[config.mk]
export PLATFORM = sky130hd
export DESIGN_NAME = cpu_control_unit
export DESIGN_NICKNAME = d
export VERILOG_FILES = /design/src/rtl/cpu_control_unit.sv
export SDC_FILE = /design/constraint.sdc
export NUM_CORES = 1
export LEC_CHECK = 0
export CAP_MARGIN = 30
export CORE_MARGIN = 2
export CORE_UTILIZATION = 39
export DETAILED_ROUTE_END_ITERATION = 16
export PLACE_DENSITY = 0.95
export SYNTH_ARGS = -nofsm -noshare
export SYNTH_HDL_FRONTEND = slang
export SYNTH_SLANG_ARGS = --single-unit
[constraint.sdc]
create_clock -name clk -period 4.4 [get_ports clk]
set_clock_uncertainty 0.05 [all_clocks]
set_input_delay 0.88 -clock clk [delete_from_list [all_inputs] [get_ports clk]]
set_output_delay 0.88 -clock clk [all_outputs]
set_load 0.005 [all_outputs]
[src/rtl/cpu_control_unit.sv]
// Hard-wired microsequencer for the 16-bit single-bus CPU: fetch, decode, execute.
// Optional: define CU_ILLEGAL_TRAP_EN to trap opcodes 0x5-0x7 into an illegal-halt state.
module cpu_control_unit #(
  parameter logic [2:0] FSEL_PASS = 3'd0,
  parameter logic [2:0] FSEL_ADD  = 3'd1,
  parameter logic [2:0] FSEL_SUB  = 3'd2
) (
  input  logic        clk,
  input  logic        reset,
  input  logic [15:0] instr,
  input  logic        out,
  output logic [10:0] tArray,
  output logic [8:0]  lArray,
  output logic        readReg,
  output logic        writeReg,
  output logic        readMem,
  output logic        writeMem,
  output logic [3:0]  dsel,
  output logic [2:0]  fsel,
  output logic        halted,
  output logic        illegal,
  output logic        instr_done
);

  typedef enum logic [4:0] {
    S_F0, S_F1, S_F2, S_F3,
    S_E0,
    S_P0, S_P1, S_P2,
    S_Q0, S_Q1, S_Q2, S_Q3,
    S_B0, S_B1, S_B2,
    S_HALT, S_ILL
  } state_t;

  state_t state;

  logic [3:0] opcode;
  logic       op_undef;
  logic       instr_unused;

  assign opcode       = instr[15:12];
  assign op_undef     = (opcode >= 4'h5) && (opcode <= 4'h7);
  assign instr_unused = ^instr[11:0];

  always_ff @(posedge clk or posedge reset) begin
    if (reset) begin
      state <= S_F0;
    end else begin
      unique case (state)
        S_F0: state <= S_F1;
        S_F1: state <= S_F2;
        S_F2: state <= S_F3;
        S_F3: begin
          if (opcode[3])            state <= S_B0;
          else if (opcode == 4'h1)  state <= S_HALT;
          else if (opcode == 4'h2)  state <= S_P0;
          else if (opcode == 4'h3)  state <= S_Q0;
          else if (opcode == 4'h4)  state <= S_E0;
`ifdef CU_ILLEGAL_TRAP_EN
          else if (op_undef)        state <= S_ILL;
`endif
          else                      state <= S_F0;
        end
        S_E0: state <= S_F0;
        S_P0: state <= S_P1;
        S_P1: state <= S_P2;
        S_P2: state <= S_F0;
        S_Q0: state <= S_Q1;
        S_Q1: state <= S_Q2;
        S_Q2: state <= S_Q3;
        S_Q3: state <= S_F0;
        S_B0: state <= S_B1;
        S_B1: state <= out ? S_B2 : S_F0;
        S_B2: state <= S_F0;
        S_HALT: state <= S_HALT;
        S_ILL:  state <= S_ILL;
        default: state <= S_F0;
      endcase
    end
  end

  // Strobes are forced low while reset is held, even though state already reads F0.
  always_comb begin
    tArray     = '0;
    lArray     = '0;
    readReg    = 1'b0;
    writeReg   = 1'b0;
    readMem    = 1'b0;
    writeMem   = 1'b0;
    dsel       = '0;
    fsel       = FSEL_PASS;
    halted     = 1'b0;
    illegal    = 1'b0;
    instr_done = 1'b0;
    if (!reset) begin
      unique case (state)
        S_F0: begin tArray[2] = 1'b1; lArray[5] = 1'b1; end
        S_F1: begin readMem = 1'b1; lArray[6] = 1'b1; end
        S_F2: begin tArray[0] = 1'b1; lArray[0] = 1'b1; end
        S_F3: begin
          tArray[2]  = 1'b1;
          fsel       = FSEL_ADD;
          lArray[2]  = 1'b1;
`ifdef CU_ILLEGAL_TRAP_EN
          instr_done = (opcode == 4'h0);
`else
          instr_done = (opcode == 4'h0) || op_undef;
`endif
        end
        S_E0: begin readReg = 1'b1; writeReg = 1'b1; fsel = FSEL_ADD; instr_done = 1'b1; end
        S_P0: begin tArray[3] = 1'b1; fsel = FSEL_SUB; lArray[3] = 1'b1; lArray[5] = 1'b1; end
        S_P1: begin readReg = 1'b1; lArray[8] = 1'b1; end
        S_P2: begin tArray[4] = 1'b1; writeMem = 1'b1; instr_done = 1'b1; end
        S_Q0: begin tArray[3] = 1'b1; lArray[5] = 1'b1; end
        S_Q1: begin readMem = 1'b1; lArray[7] = 1'b1; end
        S_Q2: begin tArray[5] = 1'b1; writeReg = 1'b1; end
        S_Q3: begin tArray[3] = 1'b1; fsel = FSEL_ADD; lArray[3] = 1'b1; instr_done = 1'b1; end
        S_B0: begin readReg = 1'b1; fsel = FSEL_PASS; end
        // Taken branch stages the offset into T2 in B1 so B2 can add it to PC.
        S_B1: begin
          dsel       = {1'b0, instr[14:12]};
          tArray[7]  = out;
          lArray[0]  = out;
          instr_done = ~out;
        end
        S_B2: begin tArray[2] = 1'b1; fsel = FSEL_ADD; lArray[2] = 1'b1; instr_done = 1'b1; end
        S_HALT: halted = 1'b1;
        S_ILL: begin
          halted = 1'b1;
`ifdef CU_ILLEGAL_TRAP_EN
          illegal = 1'b1;
`endif
        end
        default: ;
      endcase
    end
  end

endmodule

* Word level (Yosys, flattened, before mapping)
Index checks and enable logic that the tools add are counted.
Operators by class: $lt $le $gt $ge 2, equal/unequal tests 20, mux-type cells 41, bitwise operators 1, reduce and logical (&&, ||, !) cells 15
Operators by type and width (number):
- 5-bit case mux with 13 select lines | 1
- 5-bit by 4-bit equality test with 1-bit output (second input constant) | 8
- 4-bit 2-to-1 mux | 7
- 1-bit 2-to-1 mux | 25
- 5-bit by 3-bit equality test with 1-bit output (second input constant) | 4
- 3-bit OR reduction | 4
- 5-bit by 2-bit equality test with 1-bit output (second input constant) | 2
- 2-bit OR reduction | 5
- 3-bit 2-to-1 mux | 3
- 4-bit by 2-bit equality test with 1-bit output (second input constant) | 2
- 4-bit OR reduction | 2
- 5-bit by 1-bit equality test with 1-bit output (second input constant) | 1
- 5-bit equality test (second input constant) | 1
- 5-bit zero test | 1
- 4-bit by 1-bit equality test with 1-bit output (second input constant) | 1
- 4-bit by 3-bit equality test with 1-bit output (second input constant) | 1
- 4-bit by 3-bit greater-or-equal comparator with 1-bit output (second input constant) | 1
- 4-bit by 3-bit less-or-equal comparator with 1-bit output (second input constant) | 1
- 4-bit zero test | 1
- 2-bit 2-to-1 mux | 2
- 2-bit case mux with 2 select lines | 1
- 1-bit case mux with 3 select lines | 1
- 1-bit case mux with 2 select lines | 1
- 1-bit logical AND | 1
- other kinds (2) | 2
Storage, ports and cells: bits in registers 5, output and inout bits 34, logic and storage cells 80

* Depth between registers and ports, before layout
Gate-level depths: netlist (run 1).
depth after elaboration 7, gate-level depth with buffers 6, depth with buffers taken out 4

* Worst setup path before layout (run 1)
OpenSTA, ideal clock, no wires.
path type in2out, from input port reset, to output port lArray[5], arrival 1.820 ns, required time 3.470 ns, slack 1.650 ns, stages 4, path buffers 2, cells stage by stage clkbuf_1 > or2_2 > buf_2 > a2111oi_2
Between the ends: cells in the longest elaborated chain, start to end 1
Ends and longest elaborated chain:
- from (decl) | RTL line 9 | input logic reset,
- 4-bit 2-to-1 mux | RTL line 94 | if (!reset) begin
- to (decl) | RTL line 13 | output logic [8:0] lArray,
No other way between the ends.

* Final worst setup path (run 1)
from input port reset, to output port dsel[2]
Between the ends: cells in the longest elaborated chain, start to end 1
Ends and longest elaborated chain:
- 3-bit 2-to-1 mux | RTL line 94
- to (decl) | RTL line 18 | output logic [3:0] dsel,
No other way between the ends.

==> results.md, run 1 <==
- 1 — # H-tree levels
- input port — CP Launch Type
- 2.88 ns — Arr. time, crit path
- 41.4% — initial core utilization
- 2 — number of buffers between clock root and the deepest sink
- 3.53 mm — global-route wire length before repair
- 0.04 ns — CTS clock-pin slew for the worst setup and hold paths
- 31.4% — area growth from synthesis to final layout
- 1.60 mm — hpwl dp
- 0 ns — post-route setup TNS
- state — register ranked first by flip-flop count
- 5 — total clock sinks
- 49.8 um — Die H
- sky130_fd_sc_hd__clkbuf_4 — CTS Root Cell
- 0 — drt drc
- 15.3% — Yosys top cell area share
- 18 — largest net degree at the start of global routing
- 5 — number of flip-flops under the largest register name
- 15.3% — fraction of the yosys area taken by sequential cells
- state[1] — FF-to-FF Start
- dsel[2] — Worst Setup EP
- 38 — Yosys cell types
- 0.318 mV — worst vdd ir
- 2.10 mm — sum of routed wire length over all layers
- 0 — number of slew-limit violations in the final report
- false — RSZ-0062 raised after global routing
- sky130_fd_sc_hd__dfrtp_1 15%, sky130_fd_sc_hd__nor2_1 11%, sky130_fd_sc_hd__buf_4 10% — Synth area leaders
- 54.4% — share of the core filled with cells
- finished, final reports clean — outcome
- 1080 sq um — Final Cell Area
- 53 — I/O Pins
- 49.8 um — Die Width
- input port to primary output — CP Class
- state[1] — endpoint of the worst-slack reg-to-reg timing path
- 0.422 nW — P_leak
- 0 — count of antenna-violating nets left after detailed routing
- 6.16% — layout cell share with drive strength beyond 1
- done — TritonCTS clock tree
- 0 — Final Hold Vio Count
- 6.66 sq um — post-synthesis area per instance
- 0 — CTS Hold Bufs
- 5.34 — drt via density
- 4 — number of detailed-route iterations in the first pass
- 820 sq um — Post-Syn Area
- state: 5 flops — registers with the highest flip-flop counts
- 30 — count of buffers inserted at the top-level ports
- 3.47 ns — worst path required time
- 17.8% — global-route usage over all layers
- 4 — cells on worst reg2reg path
- 0.589 ns — Worst Slack Setup Final
- 12.2 um — Routed WL per cell
- 5 — flops & latches, synth
- 0.24 ns — clock latency reported for the late side of the worst-skew pair
- 16 — number of rows created at floorplan
- 86.6% — final critical-path share of the clock period
- 3 — TritonCTS buffer count
- 0 — number of enable-type register cells in the synthesized netlist
- 2480 sq um — Die Area
- 2.58 ns — slack of the worst reg-to-reg path
- 166 — number of nets in the finished design
- 100% — share of flip-flops with an asynchronous set or reset after synthesis
- 824 — via count of the first global-routing pass
- 3.81 ns — min Tclk post-route
- sky130_fd_sc_hd__dfrtp_1 — post-synthesis cell type with the largest combined area
- 0.262 GHz — maximum achievable frequency
- sky130_fd_sc_hd__dfrtp_1 — most used flip-flop cell after synthesis
- 0 — Warnings, synthesis
- 0 — initial antenna violation count
- 1050 sq um — total placed instance area
- 0.591 ns — pre-CTS setup slack
- 1980 sq um — area of the core
- 0.863 — weighted congestion at the end of routability-driven global placement
- 0 — quantity of gates resized following cts
- 0.536 ns — pin slew with the least headroom to its limit
- 11 — maximum fanout along the worst path
- 64.3% — Slew HR
- 47 — iteration-0 DRC count of the detailed router
- 0 — number of max-cap violations
- 0 — setup bufs post-CTS
- reset — Crit. Startpoint
- 924 — via count
- primary output — CP Capture Type
- register to register — min-delay worst type
- 518 uW — sum of internal, switching and leakage power
- 0 — Antenna diodes
- 481 nW/um^2 — power density over cell area
- 123 — instance count of the mapped netlist
- 0 — number of setup violations in the final report
- 0 — remaining global-route overflow
layout by cell type (no fill, tap or decap), drive strengths merged:
master / netlist / layout
or3: 1 / 1
xor2: 2 / 2
and3: 4 / 4
nor4: 2 / 2
or4: 1 / 1
a21oi: 8 / 8
a41oi: 1 / 1
or2: 1 / 1
conb: 1 / 10
o21ai: 6 / 6
dfrtp: 5 / 5
inv: 4 / 4
xnor2: 1 / 1
nand2: 4 / 4
o2bb2ai: 1 / 1
a221o: 1 / 1
a211oi: 2 / 2
mux2i: 2 / 2
nor2b: 2 / 2
nand3: 3 / 3
o211ai: 1 / 1
a22oi: 1 / 1
o21a: 1 / 1
nand2b: 8 / 8
and2: 4 / 4
o21bai: 1 / 1
nor3: 7 / 7
clkbuf: 3 / 4
a2111oi: 1 / 1
nor2: 24 / 24
clkdlybuf4s50: 0 / 30
o22ai: 1 / 1
a31oi: 2 / 2
cell usage after synthesis, types with 2 or more instances:
master	number
sky130_fd_sc_hd__nor3_1	7
sky130_fd_sc_hd__a211oi_1	2
sky130_fd_sc_hd__nor2b_1	2
sky130_fd_sc_hd__nand3_1	3
sky130_fd_sc_hd__and2_1	3
sky130_fd_sc_hd__and3_1	4
sky130_fd_sc_hd__nand2b_1	7
sky130_fd_sc_hd__buf_6	2
sky130_fd_sc_hd__dfrtp_1	5
sky130_fd_sc_hd__buf_2	4
sky130_fd_sc_hd__inv_1	4
sky130_fd_sc_hd__xor2_1	2
sky130_fd_sc_hd__nor4_1	2
sky130_fd_sc_hd__nand2_1	4
sky130_fd_sc_hd__o21ai_0	6
sky130_fd_sc_hd__buf_4	11
sky130_fd_sc_hd__nor2_1	24
sky130_fd_sc_hd__a21oi_1	7
sky130_fd_sc_hd__clkbuf_1	3
sky130_fd_sc_hd__a31oi_1	2
sky130_fd_sc_hd__mux2i_1	2
report_power, final:
group          total, mW  switching (mW)  internal, mW
Sequential         0.129          0.0670        0.0618
Clock             0.0537          0.0193        0.0343
Combinational      0.336           0.165         0.170
metrics by stage:
step / instances / hold slack [ns]
after detailed placement: 169 / 0.556
final: 173 / 0.574
after floorplan: 132 / 0.588
after global placement: 169 / 0.542
after CTS: 173 / 0.570
after global routing: 173 / 0.605
cell type report:
type                            count  area (sq um)
Tap cell                           27          33.8
Sequential cell                     5           125
Fill cell                         191           905
Inverter                            4          15.0
Clock buffer                        4          26.3
Timing Repair Buffer               30           300
Multi-Input combinational cell    103           577
critical path, stage by stage:
cell	delay (ns)
sky130_fd_sc_hd__clkdlybuf4s50_1	0.57
sky130_fd_sc_hd__or2_2	0.47
sky130_fd_sc_hd__nor3_1	0.29
sky130_fd_sc_hd__and2_1	0.17
sky130_fd_sc_hd__clkdlybuf4s50_1	0.50
worst min-delay path by stage:
stage                         from       end  depth (start not counted)
after floorplan           state[4]  state[0]                          2
after global placement    state[4]  state[0]                          1
after detailed placement  state[4]  state[0]                          1
after CTS                 state[4]  state[0]                          1
after global routing      state[4]  state[0]                          1
final                     state[4]  state[0]                          1
cells by family (layout without fill, tap and decap cells):
logic type	after synthesis	after routing	synth area share [%]
AOI/OAI and AO/OA	27	27	22.0
xor gates and xnor gates	3	3	3.21
buffers and inverters	24	38	18.5
DFF	5	5	15.3
muxes	2	2	2.44
other	1	10	0.458
and+or+nand+nor	61	61	38.2
layer usage:
layer | vias up | part of all wire (%) | GRT usage, %
met3 | 2 | 6.9 | 3.94
met1 | 420 | 43 | 21.6
met2 | 52 | 50 | 31.3
met5 | - | 0 | 0
met4 | 0 | 0.67 | 4.63
li1 | 450 | - | -
Note: power is estimated with default switching activity, not from simulation.
==> inputs of run 2 (changes only) <==
SETUP_SLACK_MARGIN = 0.02   (was unset)
==> results of run 2 <==
The final DEF is identical to that of run 1; final timing and power are the same.
